**src/rtl/fft_stage_ctrl.sv**
```systemverilog
// Address and strobe sequencer for a radix-2 in-place FFT: issues N/2 butterflies per stage at II=2
// and writes results back BF_LAT cycles later. Define FFT_STAGE_CTRL_ABORT_EN to add an abort input.
module fft_stage_ctrl #(
   parameter int N_LOG2 = 3,
   parameter int BF_LAT = 4
) (
   input  logic              clk,
   input  logic              rst_n,
   input  logic              start,
`ifdef FFT_STAGE_CTRL_ABORT_EN
   input  logic              abort,
`endif
   output logic              busy,
   output logic              done,
   output logic              rd_en,
   output logic [N_LOG2-1:0] rd_addr0,
   output logic [N_LOG2-1:0] rd_addr1,
   output logic [N_LOG2-2:0] tw_addr,
   output logic              bf_sync,
   output logic              wr_en,
   output logic [N_LOG2-1:0] wr_addr0,
   output logic [N_LOG2-1:0] wr_addr1,
   output logic [N_LOG2-1:0] stage
);

   localparam int PD = BF_LAT - 1;
   localparam logic [N_LOG2-1:0] HALF = N_LOG2'(1 << (N_LOG2 - 1));
   localparam logic [N_LOG2-1:0] LAST = N_LOG2'(N_LOG2 - 1);
   localparam logic [N_LOG2-1:0] ONE  = N_LOG2'(1);

   typedef enum logic [1:0] {S_IDLE, S_ISSUE, S_DRAIN, S_DONE} state_t;

   state_t            state_q, state_d;
   logic [N_LOG2-1:0] stage_q, stage_d, b_q, b_d;
   logic              phase_q, phase_d;
   logic              busy_q, busy_d, done_q, done_d, rd_en_q, rd_en_d, wr_en_q, wr_en_d;
   logic [N_LOG2-1:0] rd_addr0_q, rd_addr0_d, rd_addr1_q, rd_addr1_d;
   logic [N_LOG2-2:0] tw_q, tw_d;
   logic [N_LOG2-1:0] wr_addr0_q, wr_addr0_d, wr_addr1_q, wr_addr1_d;
   logic [PD-1:0]     vld_q, vld_d;
   logic [N_LOG2-1:0] pa0_q [PD];
   logic [N_LOG2-1:0] pa0_d [PD];
   logic [N_LOG2-1:0] pa1_q [PD];
   logic [N_LOG2-1:0] pa1_d [PD];

   logic              issue, abort_w;
   logic [N_LOG2-1:0] iss_stage, iss_b, span, pos, grp, a0, twf;

`ifdef FFT_STAGE_CTRL_ABORT_EN
   assign abort_w = abort;
`else
   assign abort_w = 1'b0;
`endif

   always_comb begin
      state_d    = state_q;
      stage_d    = stage_q;
      b_d        = b_q;
      phase_d    = 1'b0;
      busy_d     = busy_q;
      done_d     = 1'b0;
      rd_en_d    = 1'b0;
      rd_addr0_d = rd_addr0_q;
      rd_addr1_d = rd_addr1_q;
      tw_d       = tw_q;
      wr_addr0_d = wr_addr0_q;
      wr_addr1_d = wr_addr1_q;
      issue      = 1'b0;
      iss_stage  = stage_q;
      iss_b      = b_q;

      // Address/valid pipeline: entry i holds the issue made i+1 cycles ago.
      vld_d[0] = rd_en_q;
      pa0_d[0] = rd_addr0_q;
      pa1_d[0] = rd_addr1_q;
      for (int i = 1; i < PD; i++) begin
         vld_d[i] = vld_q[i-1];
         pa0_d[i] = pa0_q[i-1];
         pa1_d[i] = pa1_q[i-1];
      end
      wr_en_d = vld_q[PD-1];
      if (vld_q[PD-1]) begin
         wr_addr0_d = pa0_q[PD-1];
         wr_addr1_d = pa1_q[PD-1];
      end

      case (state_q)
         S_IDLE: begin
            if (start) begin
               state_d   = S_ISSUE;
               busy_d    = 1'b1;
               issue     = 1'b1;
               iss_stage = '0;
               iss_b     = '0;
            end
         end
         S_ISSUE: begin
            if (!phase_q) begin
               issue = 1'b1;
            end else if (b_q == HALF) begin
               state_d = S_DRAIN;
            end
         end
         S_DRAIN: begin
            // The write in flight is the stage's last once nothing remains behind it.
            if (wr_en_q && vld_q == '0) begin
               if (stage_q == LAST) begin
                  state_d = S_DONE;
                  done_d  = 1'b1;
                  busy_d  = 1'b0;
               end else begin
                  state_d   = S_ISSUE;
                  issue     = 1'b1;
                  iss_stage = stage_q + ONE;
                  iss_b     = '0;
               end
            end
         end
         default: state_d = S_IDLE;
      endcase

      span = ONE << iss_stage;
      pos  = iss_b & (span - ONE);
      grp  = iss_b >> iss_stage;
      a0   = (grp << (iss_stage + ONE)) | pos;
      twf  = pos << (LAST - iss_stage);

      if (issue) begin
         rd_en_d    = 1'b1;
         phase_d    = 1'b1;
         stage_d    = iss_stage;
         b_d        = iss_b + ONE;
         rd_addr0_d = a0;
         rd_addr1_d = a0 | span;
         tw_d       = twf[N_LOG2-2:0];
      end

      if (abort_w && state_q != S_IDLE) begin
         state_d = S_IDLE;
         busy_d  = 1'b0;
         done_d  = 1'b0;
         rd_en_d = 1'b0;
         wr_en_d = 1'b0;
         phase_d = 1'b0;
         vld_d   = '0;
         for (int i = 0; i < PD; i++) begin
            pa0_d[i] = '0;
            pa1_d[i] = '0;
         end
      end
   end

   always_ff @(posedge clk or negedge rst_n) begin
      if (!rst_n) begin
         state_q    <= S_IDLE;
         stage_q    <= '0;
         b_q        <= '0;
         phase_q    <= 1'b0;
         busy_q     <= 1'b0;
         done_q     <= 1'b0;
         rd_en_q    <= 1'b0;
         wr_en_q    <= 1'b0;
         rd_addr0_q <= '0;
         rd_addr1_q <= '0;
         tw_q       <= '0;
         wr_addr0_q <= '0;
         wr_addr1_q <= '0;
         vld_q      <= '0;
         for (int i = 0; i < PD; i++) begin
            pa0_q[i] <= '0;
            pa1_q[i] <= '0;
         end
      end else begin
         state_q    <= state_d;
         stage_q    <= stage_d;
         b_q        <= b_d;
         phase_q    <= phase_d;
         busy_q     <= busy_d;
         done_q     <= done_d;
         rd_en_q    <= rd_en_d;
         wr_en_q    <= wr_en_d;
         rd_addr0_q <= rd_addr0_d;
         rd_addr1_q <= rd_addr1_d;
         tw_q       <= tw_d;
         wr_addr0_q <= wr_addr0_d;
         wr_addr1_q <= wr_addr1_d;
         vld_q      <= vld_d;
         for (int i = 0; i < PD; i++) begin
            pa0_q[i] <= pa0_d[i];
            pa1_q[i] <= pa1_d[i];
         end
      end
   end

   assign busy     = busy_q;
   assign done     = done_q;
   assign rd_en    = rd_en_q;
   assign bf_sync  = rd_en_q;
   assign rd_addr0 = rd_addr0_q;
   assign rd_addr1 = rd_addr1_q;
   assign tw_addr  = tw_q;
   assign wr_en    = wr_en_q;
   assign wr_addr0 = wr_addr0_q;
   assign wr_addr1 = wr_addr1_q;
   assign stage    = stage_q;

endmodule

```
**config.mk**
```make
export PLATFORM = sky130hd
export DESIGN_NAME = fft_stage_ctrl
export DESIGN_NICKNAME = d
export VERILOG_FILES = /design/src/rtl/fft_stage_ctrl.sv
export SDC_FILE = /design/constraint.sdc
export NUM_CORES = 1
export LEC_CHECK = 0
export BUFFER_PORTS_ARGS = -buffer_cell sky130_fd_sc_hd__buf_4
export CAP_MARGIN = 20
export CORE_ASPECT_RATIO = 0.8
export CORE_MARGIN = 2
export CORE_UTILIZATION = 55
export CTS_CLUSTER_DIAMETER = 30
export CTS_CLUSTER_SIZE = 10
export DETAILED_ROUTE_END_ITERATION = 12
export PLACE_DENSITY_LB_ADDON = 0.05
export RECOVER_POWER = 25
export SETUP_SLACK_MARGIN = 0.4
export SLEW_MARGIN = 20
export SYNTH_ARGS = -nofsm -noshare
export SYNTH_HDL_FRONTEND = slang
export SYNTH_SLANG_ARGS = --single-unit
```
**constraint.sdc**
```tcl
create_clock -name clk -period 7.2 [get_ports clk]
set_input_delay 0.72 -clock clk [delete_from_list [all_inputs] [get_ports clk]]
set_output_delay 0.72 -clock clk [all_outputs]
set_load 0.03 [all_outputs]
```
==> results.sh, run 1 <==
export IMPL_status="finished, violations left"
export IMPL_violations="max-capacitance violations, max-slew violations"
export IMPL_rows=20
export IMPL_path_cells="or4b_4, nor2_1, o211ai_4, inv_1, ha_1, nand2_1, ha_1, and2b_2, o31ai_1, o21ai_1"
export IMPL_dp_final_hpwl_um=2647
export IMPL_clk_pin_slew_ns=0.08
export IMPL_synth_warnings=0
export IMPL_grt_max_degree=48
export IMPL_synth_nets=192
export IMPL_fin_skew_ns=0.007009
export IMPL_grt_ovfl_total=0
export IMPL_io_pins=25
export IMPL_viasPerCell=5.700
export IMPL_fp_dieW_um=73.37
export IMPL_final_util_pct=61.93
export IMPL_syn_area_mm2=0.002117
export IMPL_core_mm2=0.003754
export IMPL_final_nets=210
export IMPL_worstSkewPairLatency_ns=0.30
export IMPL_final_antenna_net_count=0
export IMPL_syn_inst=181
export IMPL_yosysSeqAreaShare_pct=55.56
export IMPL_antenna_found_initial=0
export IMPL_combPwrFrac_pct=46.5
export IMPL_setup_viol=0
export IMPL_tns_ns=0
export IMPL_diodes=0
export IMPL_wirelength_um=3651
export IMPL_critPathBufInv=1
export IMPL_post_route_period_util_pct=40.21
export IMPL_maxCapViolCount=1
export IMPL_cts_root_buf="clkbuf_8"
export IMPL_hold_viol=0
export IMPL_setup_ws_ns=4.305
export IMPL_ys_seq_elements=47
export IMPL_p_leak_uw=0.001026
export IMPL_syn_area_per_cell_um2=11.70
export IMPL_power_total_uw=1171
export IMPL_hold_buffers=0
export IMPL_worst_pin_slew_ns=2.395
export IMPL_track_usage_pct=19.16
export IMPL_final_common_cell="dfrtp_1"
export IMPL_cts_resized=0
export IMPL_cts_setup_buffers=0
export IMPL_die_area_mm2=0.004364
export IMPL_initial_core_util_pct=56.40
export IMPL_port_buffers=24
export IMPL_synth_cell_types=47
export IMPL_drt_iter0_markers=59
export IMPL_grt_pass1_wl_um=6237
export IMPL_tritoncts="done"
export IMPL_rsz0062_at_grt="false"
export IMPL_slew_viol_final=48
export IMPL_path_class="flip-flop to flip-flop"
export IMPL_hold_class="flip-flop to flip-flop"
export IMPL_cts_buffers=5
export IMPL_final_cell_mix="dfrtp_1 (47), buf_4 (23), nor2_1 (17)"
export IMPL_nFillCells=313
export IMPL_cts_num_sinks=47
export IMPL_p_sw_uw=499.7
export IMPL_netSwitchingFraction_pct=42.68
export IMPL_drive_gt1_share_pct=26.13
export IMPL_start_kind="flip-flop"
export IMPL_syn2layout_area_growth_pct=9.811
export IMPL_yosys_area_top_type_share_pct=55.56
export IMPL_critical_path_arrival_ns=3.07
export IMPL_synth_area_top_cells="dfrtp_1 (56%), ha_1 (4.7%), mux2_2 (3.2%)"
export IMPL_slowest_delay_ns=0.63
export IMPL_required_ns=7.38
export IMPL_critical_path_top_delay_family="simple AND/OR/NAND/NOR gates"
export IMPL_power_density_mw_per_mm2=503.7
export IMPL_yosysTopAreaCell="dfrtp_1"
export IMPL_grt_pass1_vias=1311
export IMPL_first_pass_iters=5
export IMPL_peakVddDrop_mv=0.2137
export IMPL_cp_max_fo=9
export IMPL_max_freq_mhz=345.4
export IMPL_internal_power_uw=671.2
export IMPL_seq_power_share_pct=40.7
export IMPL_cts_htree_levels=2
export IMPL_setup_worst_path_end_class="flip-flop"
export IMPL_wire_per_inst_um=15.02
export IMPL_relSlewSlack_pct=-59.64
export IMPL_gp_congestion=0.8994
export IMPL_min_period_ns=2.895
export IMPL_p_clk_share_pct=12.8
export IMPL_dp_slack_ns=4.333
export IMPL_crit_path_top_delay_cell="or4b_4"
export IMPL_clockBufferDepth=2
export IMPL_num_vias=1385
export IMPL_chipHeight_um=59.49
export IMPL_cpMostUsedCell="ha_1"
export IMPL_drc_errors=0
[logic make-up after synthesis]
kind of cell,synth area share [%]
compound gates,10.64
xor+xnor,0.4138
fa+ha+maj,4.728
buf+inv,6.619
flops,55.56
mux,4.846
simple gates,17.20
[worst reg2reg max path: stages (launching register included)]
cell and delay [ns]:
dfrtp_1 0.52, or4b_4 0.63, nor2_1 0.28, o211ai_4 0.18, inv_1 0.11, ha_1 0.16, nand2_1 0.09, ha_1 0.28
and2b_2 0.24, o31ai_1 0.18, o21ai_1 0.09
[cell usage after synthesis, drive strengths merged]
| cell | n |
|---|---|
| dfrtp | 47 |
| nor2 | 17 |
| nand2 | 16 |
| buf | 11 |
| a21oi | 9 |
| inv | 9 |
| ha | 8 |
| mux2 | 7 |
| nand3 | 7 |
| nor3 | 5 |
| o21ai | 4 |
| a31oi | 3 |
| nand2b | 3 |
| o211ai | 3 |
| o31ai | 3 |
| and2 | 2 |
| clkbuf | 2 |
| mux2i | 2 |
| nand4 | 2 |
| nor2b | 2 |
| o22ai | 2 |
| or2b | 2 |
| a211oi | 1 |
| a2bb2oi | 1 |
| a311o | 1 |
| a41oi | 1 |
| and2b | 1 |
| and3 | 1 |
| nand3b | 1 |
| nor3b | 1 |
| nor4b | 1 |
| nor4bb | 1 |
| o21bai | 1 |
| o31a | 1 |
| or3 | 1 |
| or4b | 1 |
| xor2 | 1 |
[final timing paths]
path | from | slack [ns] | end | cells after the start
worst max-delay path | vld_q[2]$_DFF_PN0_ | 4.30 | rd_addr1[1]$_DFFE_PN0P_ | 10
worst max register to register | vld_q[2]$_DFF_PN0_ | 4.30 | rd_addr1[1]$_DFFE_PN0P_ | 10
worst min register to register | pa1_d[5]$_DFF_PN0_ | 0.35 | pa1_d[2]$_DFF_PN0_ | 0
min in group asynchronous | rst_n | 1.14 | pa0_d[4]$_DFF_PN0_ | 1
max in group asynchronous | rst_n | 4.69 | wr_addr1[2]$_DFFE_PN0P_ | 1
worst min-delay path | pa1_d[5]$_DFF_PN0_ | 0.35 | pa1_d[2]$_DFF_PN0_ | 0
[area by class of cell]
type / count / area, µm² / share of cell area, %
inverters: 9 / 33.78 / 1.453
repair buffers: 24 / 176.4 / 7.589
multi-input cells: 112 / 800.8 / 34.45
well taps: 44 / 55.05 / 2.368
clock buffers: 5 / 68.82 / 2.960
clock inverters: 2 / 13.76 / 0.5920
flip-flops and latches: 47 / 1176 / 50.59
[flip-flops by register name (all words and copies together), names as in the netlist]
register / flops
pa0_d: 6
pa1_d: 6
b_q: 3
pa0_q: 3
pa1_q: 3
rd_addr0: 3
rd_addr1: 3
stage: 3
vld_q: 3
wr_addr0: 3
wr_addr1: 3
state_q: 2
tw_addr: 2
bf_sync: 1
busy: 1
done: 1
wr_en: 1
[layer usage]
metal	track usage [%]	vias to the layer above	share of wire [%]
li1	-	649	-
met1	26.39	689	48
met2	27.80	41	45
met3	7.483	6	5.7
met4	6.753	0	1.1
met5	0	-	0
[power by group through the flow]
stage	clock network (µW)	logic (µW)	registers, µW
global placement	0	542	477
global route	167	608	494
finish	150	545	476
detailed placement	0	542	484
CTS	155	545	478
floorplan	0	400	500
[through the flow]
step / cell area [µm²] / hold slack (ns) / instances
2_1_floorplan: 2117 / 0.3312 / 181
3_3_place_gp: 2246 / 0.3325 / 236
3_5_place_dp: 2246 / 0.3364 / 236
4_1_cts: 2328 / 0.3548 / 243
5_1_grt: 2325 / 0.3627 / 243
6_report: 2325 / 0.3541 / 243
No activity file was read; power rests on OpenSTA's default activity.
==> inputs of run 2 (changes only) <==
- clock period: 7.2 -> 2.8 ns (I/O delays scaled with it)
==> run 2 against run 1 <==
Critical endpoint is now rd_addr0[1]$_DFFE_PN0P_. Routed wire length increased by 16%. Clock skew up 0.00072 ns. Die area is the same. Largest power group unchanged. Count of clock-buffer cells in the layout is 1 higher. Utilization up 6.8 points. Combinational power grew to 3.3 times the previous value. Via count grew 11%. The run now ends clean.
==> results.sh, run 2 (synthesis results as in run 1) <==
export IMPL_status="finished, final reports clean"
export IMPL_peakVddDrop_mv=0.5328
export IMPL_track_usage_pct=21.91
export IMPL_cts_num_sinks=47
export IMPL_initial_core_util_pct=56.40
export IMPL_power_density_mw_per_mm2=1305
export IMPL_cts_htree_levels=2
export IMPL_r2r_end="rd_addr0[1]$_DFFE_PN0P_"
export IMPL_final_util_pct=68.73
export IMPL_final_common_cell="buf_4"
export IMPL_cts_root_buf="clkbuf_8"
export IMPL_setup_viol=0
export IMPL_final_antenna_net_count=0
export IMPL_netSwitchingFraction_pct=42.09
export IMPL_r2r_slack_ns=0.18
export IMPL_fp_dieW_um=73.37
export IMPL_relSlewSlack_pct=27.59
export IMPL_setup_worst_path_end_class="flip-flop"
export IMPL_worst_pin_slew_ns=1.086
export IMPL_wirelength_um=4251
export IMPL_final_nets=236
export IMPL_drt_iter0_markers=109
export IMPL_grt_pass1_wl_um=7079
export IMPL_required_ns=3.02
export IMPL_port_buffers=24
export IMPL_multi_input_area_um2=855.8
export IMPL_p_sw_uw=1417
export IMPL_io_pins=25
export IMPL_chipHeight_um=59.49
export IMPL_maxCapViolCount=0
export IMPL_wire_per_inst_um=15.74
export IMPL_clk_pin_slew_ns=0.09
export IMPL_grt_max_degree=48
export IMPL_final_cell_mix="buf_4 (46), dfrtp_1 (45), nor2_1 (15)"
export IMPL_cts_buffers=5
export IMPL_nFillCells=277
export IMPL_grt_ovfl_total=0
export IMPL_drive_gt1_share_pct=38.94
export IMPL_clockBufferDepth=2
export IMPL_cp_max_fo=4
export IMPL_core_mm2=0.003754
export IMPL_start_kind="flip-flop"
export IMPL_hold_viol=0
export IMPL_combPwrFrac_pct=52.9
export IMPL_gp_congestion=0.8626
export IMPL_hold_class="input port to flip-flop"
export IMPL_max_freq_mhz=381.8
export IMPL_grt_pass1_vias=1476
export IMPL_dp_final_hpwl_um=2834
export IMPL_slew_viol_final=0
export IMPL_path_class="flip-flop to flip-flop"
export IMPL_post_route_period_util_pct=93.53
export IMPL_rsz0062_at_grt="true"
export IMPL_worstSkewPairLatency_ns=0.30
export IMPL_tritoncts="done"
export IMPL_first_pass_iters=4
export IMPL_p_clk_share_pct=11.9
export IMPL_p_leak_uw=0.001158
export IMPL_drc_errors=0
export IMPL_num_vias=1531
export IMPL_antenna_found_initial=0
export IMPL_diodes=0
export IMPL_min_period_ns=2.619
export IMPL_critical_path_arrival_ns=2.84
export IMPL_r2r_start="vld_q[2]$_DFF_PN0_"
export IMPL_syn2layout_area_growth_pct=21.87
export IMPL_fin_skew_ns=0.007733
export IMPL_viasPerCell=5.670
export IMPL_reg2reg_depth=11
export IMPL_hp_start="start"
export IMPL_seq_power_share_pct=35.2
export IMPL_register_area_mm2=0.001179
export IMPL_tns_ns=0
export IMPL_internal_power_uw=1950
export IMPL_die_area_mm2=0.004364
export IMPL_rows=20
export IMPL_hold_depth=3
export IMPL_hold_path_endpoint="busy$_DFFE_PN0P_"
## run 2: changes by cell type in the layout (fill, tap and decap cells not counted), moves of 2 or more
cell and delta:
dfrtp_2 +2, buf_4 +23, dfrtp_1 -2, nor2_1 -2
clkbuf_1 +2
## run 2: worst max-delay path, stage by stage (launching register included)
cell and delay, ns:
dfrtp_1 0.44, or4b_4 0.55, or3_4 0.38, nand2_4 0.10, inv_4 0.05, ha_4 0.15, and3_4 0.15, inv_2 0.04
ha_1 0.21, and2b_2 0.24, nor2_1 0.05, o22ai_1 0.19
## run 2: routing by layer
metal  GRT usage [%]  up-vias  part of all wire, %
met5               0        -                    0
met4           11.95        0                  2.7
met3           5.782       15                  7.1
met2           32.69       65                   46
met1           29.42      747                   44
li1                -      704                    -
## run 2: per-stage QoR
step | hold WS [ns] | setup WS (ns) | instance area, µm² | total power (µW) | std cells
floorplan | -0.01559 | 0.1934 | 2148 | 2344 | 181
global placement | 0.3074 | 0.1436 | 2322 | 2673 | 242
detailed placement | 0.3134 | 0.1060 | 2322 | 2710 | 242
CTS | 0.3000 | 0.2161 | 2507 | 3237 | 260
global route | 0.3312 | 0.08614 | 2580 | 3601 | 270
finish | 0.2923 | 0.1812 | 2580 | 3367 | 270
## run 2: worst max path at each step
| stage | slack (ns) | cells after the start | startpoint | to |
|---|---|---|---|---|
| floorplan | 0.19 | 12 | vld_q[2]$_DFF_PN0_ | rd_addr1[1]$_DFFE_PN0P_ |
| global placement | 0.14 | 9 | vld_q[0]$_DFF_PN0_ | rd_addr1[0]$_DFFE_PN0P_ |
| detailed placement | 0.11 | 10 | vld_q[0]$_DFF_PN0_ | rd_addr1[1]$_DFFE_PN0P_ |
| CTS | 0.22 | 11 | vld_q[1]$_DFF_PN0_ | rd_addr0[1]$_DFFE_PN0P_ |
| global route | 0.09 | 11 | vld_q[0]$_DFF_PN0_ | rd_addr1[1]$_DFFE_PN0P_ |
| finish | 0.18 | 11 | vld_q[2]$_DFF_PN0_ | rd_addr0[1]$_DFFE_PN0P_ |
## run 2: timing repair
action / CTS / global route
setup endpoints to repair: 7 / 8
gates resized for setup: 6 / 2
pin swaps: 7 / 8
hold buffers: 1 / 0
endpoints found under the hold margin: 44 / 0
buffers inserted: 9 / 10
## run 2: layout make-up
cell class,count,share of cell area (%)
clock buffer,6,2.813
inverter,9,1.406
sequential,47,45.68
clock inverter,2,0.5335
multi-input combinational,112,33.17
tap,44,2.134
timing repair buffer,50,14.26
## run 2: power by group through the flow
stage	sequential [µW]	combinational, µW	clock, µW
floorplan	1290	1060	0
detailed placement	1210	1500	0
global placement	1190	1480	0
CTS	1180	1650	406
global route	1230	1940	434
finish	1180	1780	401
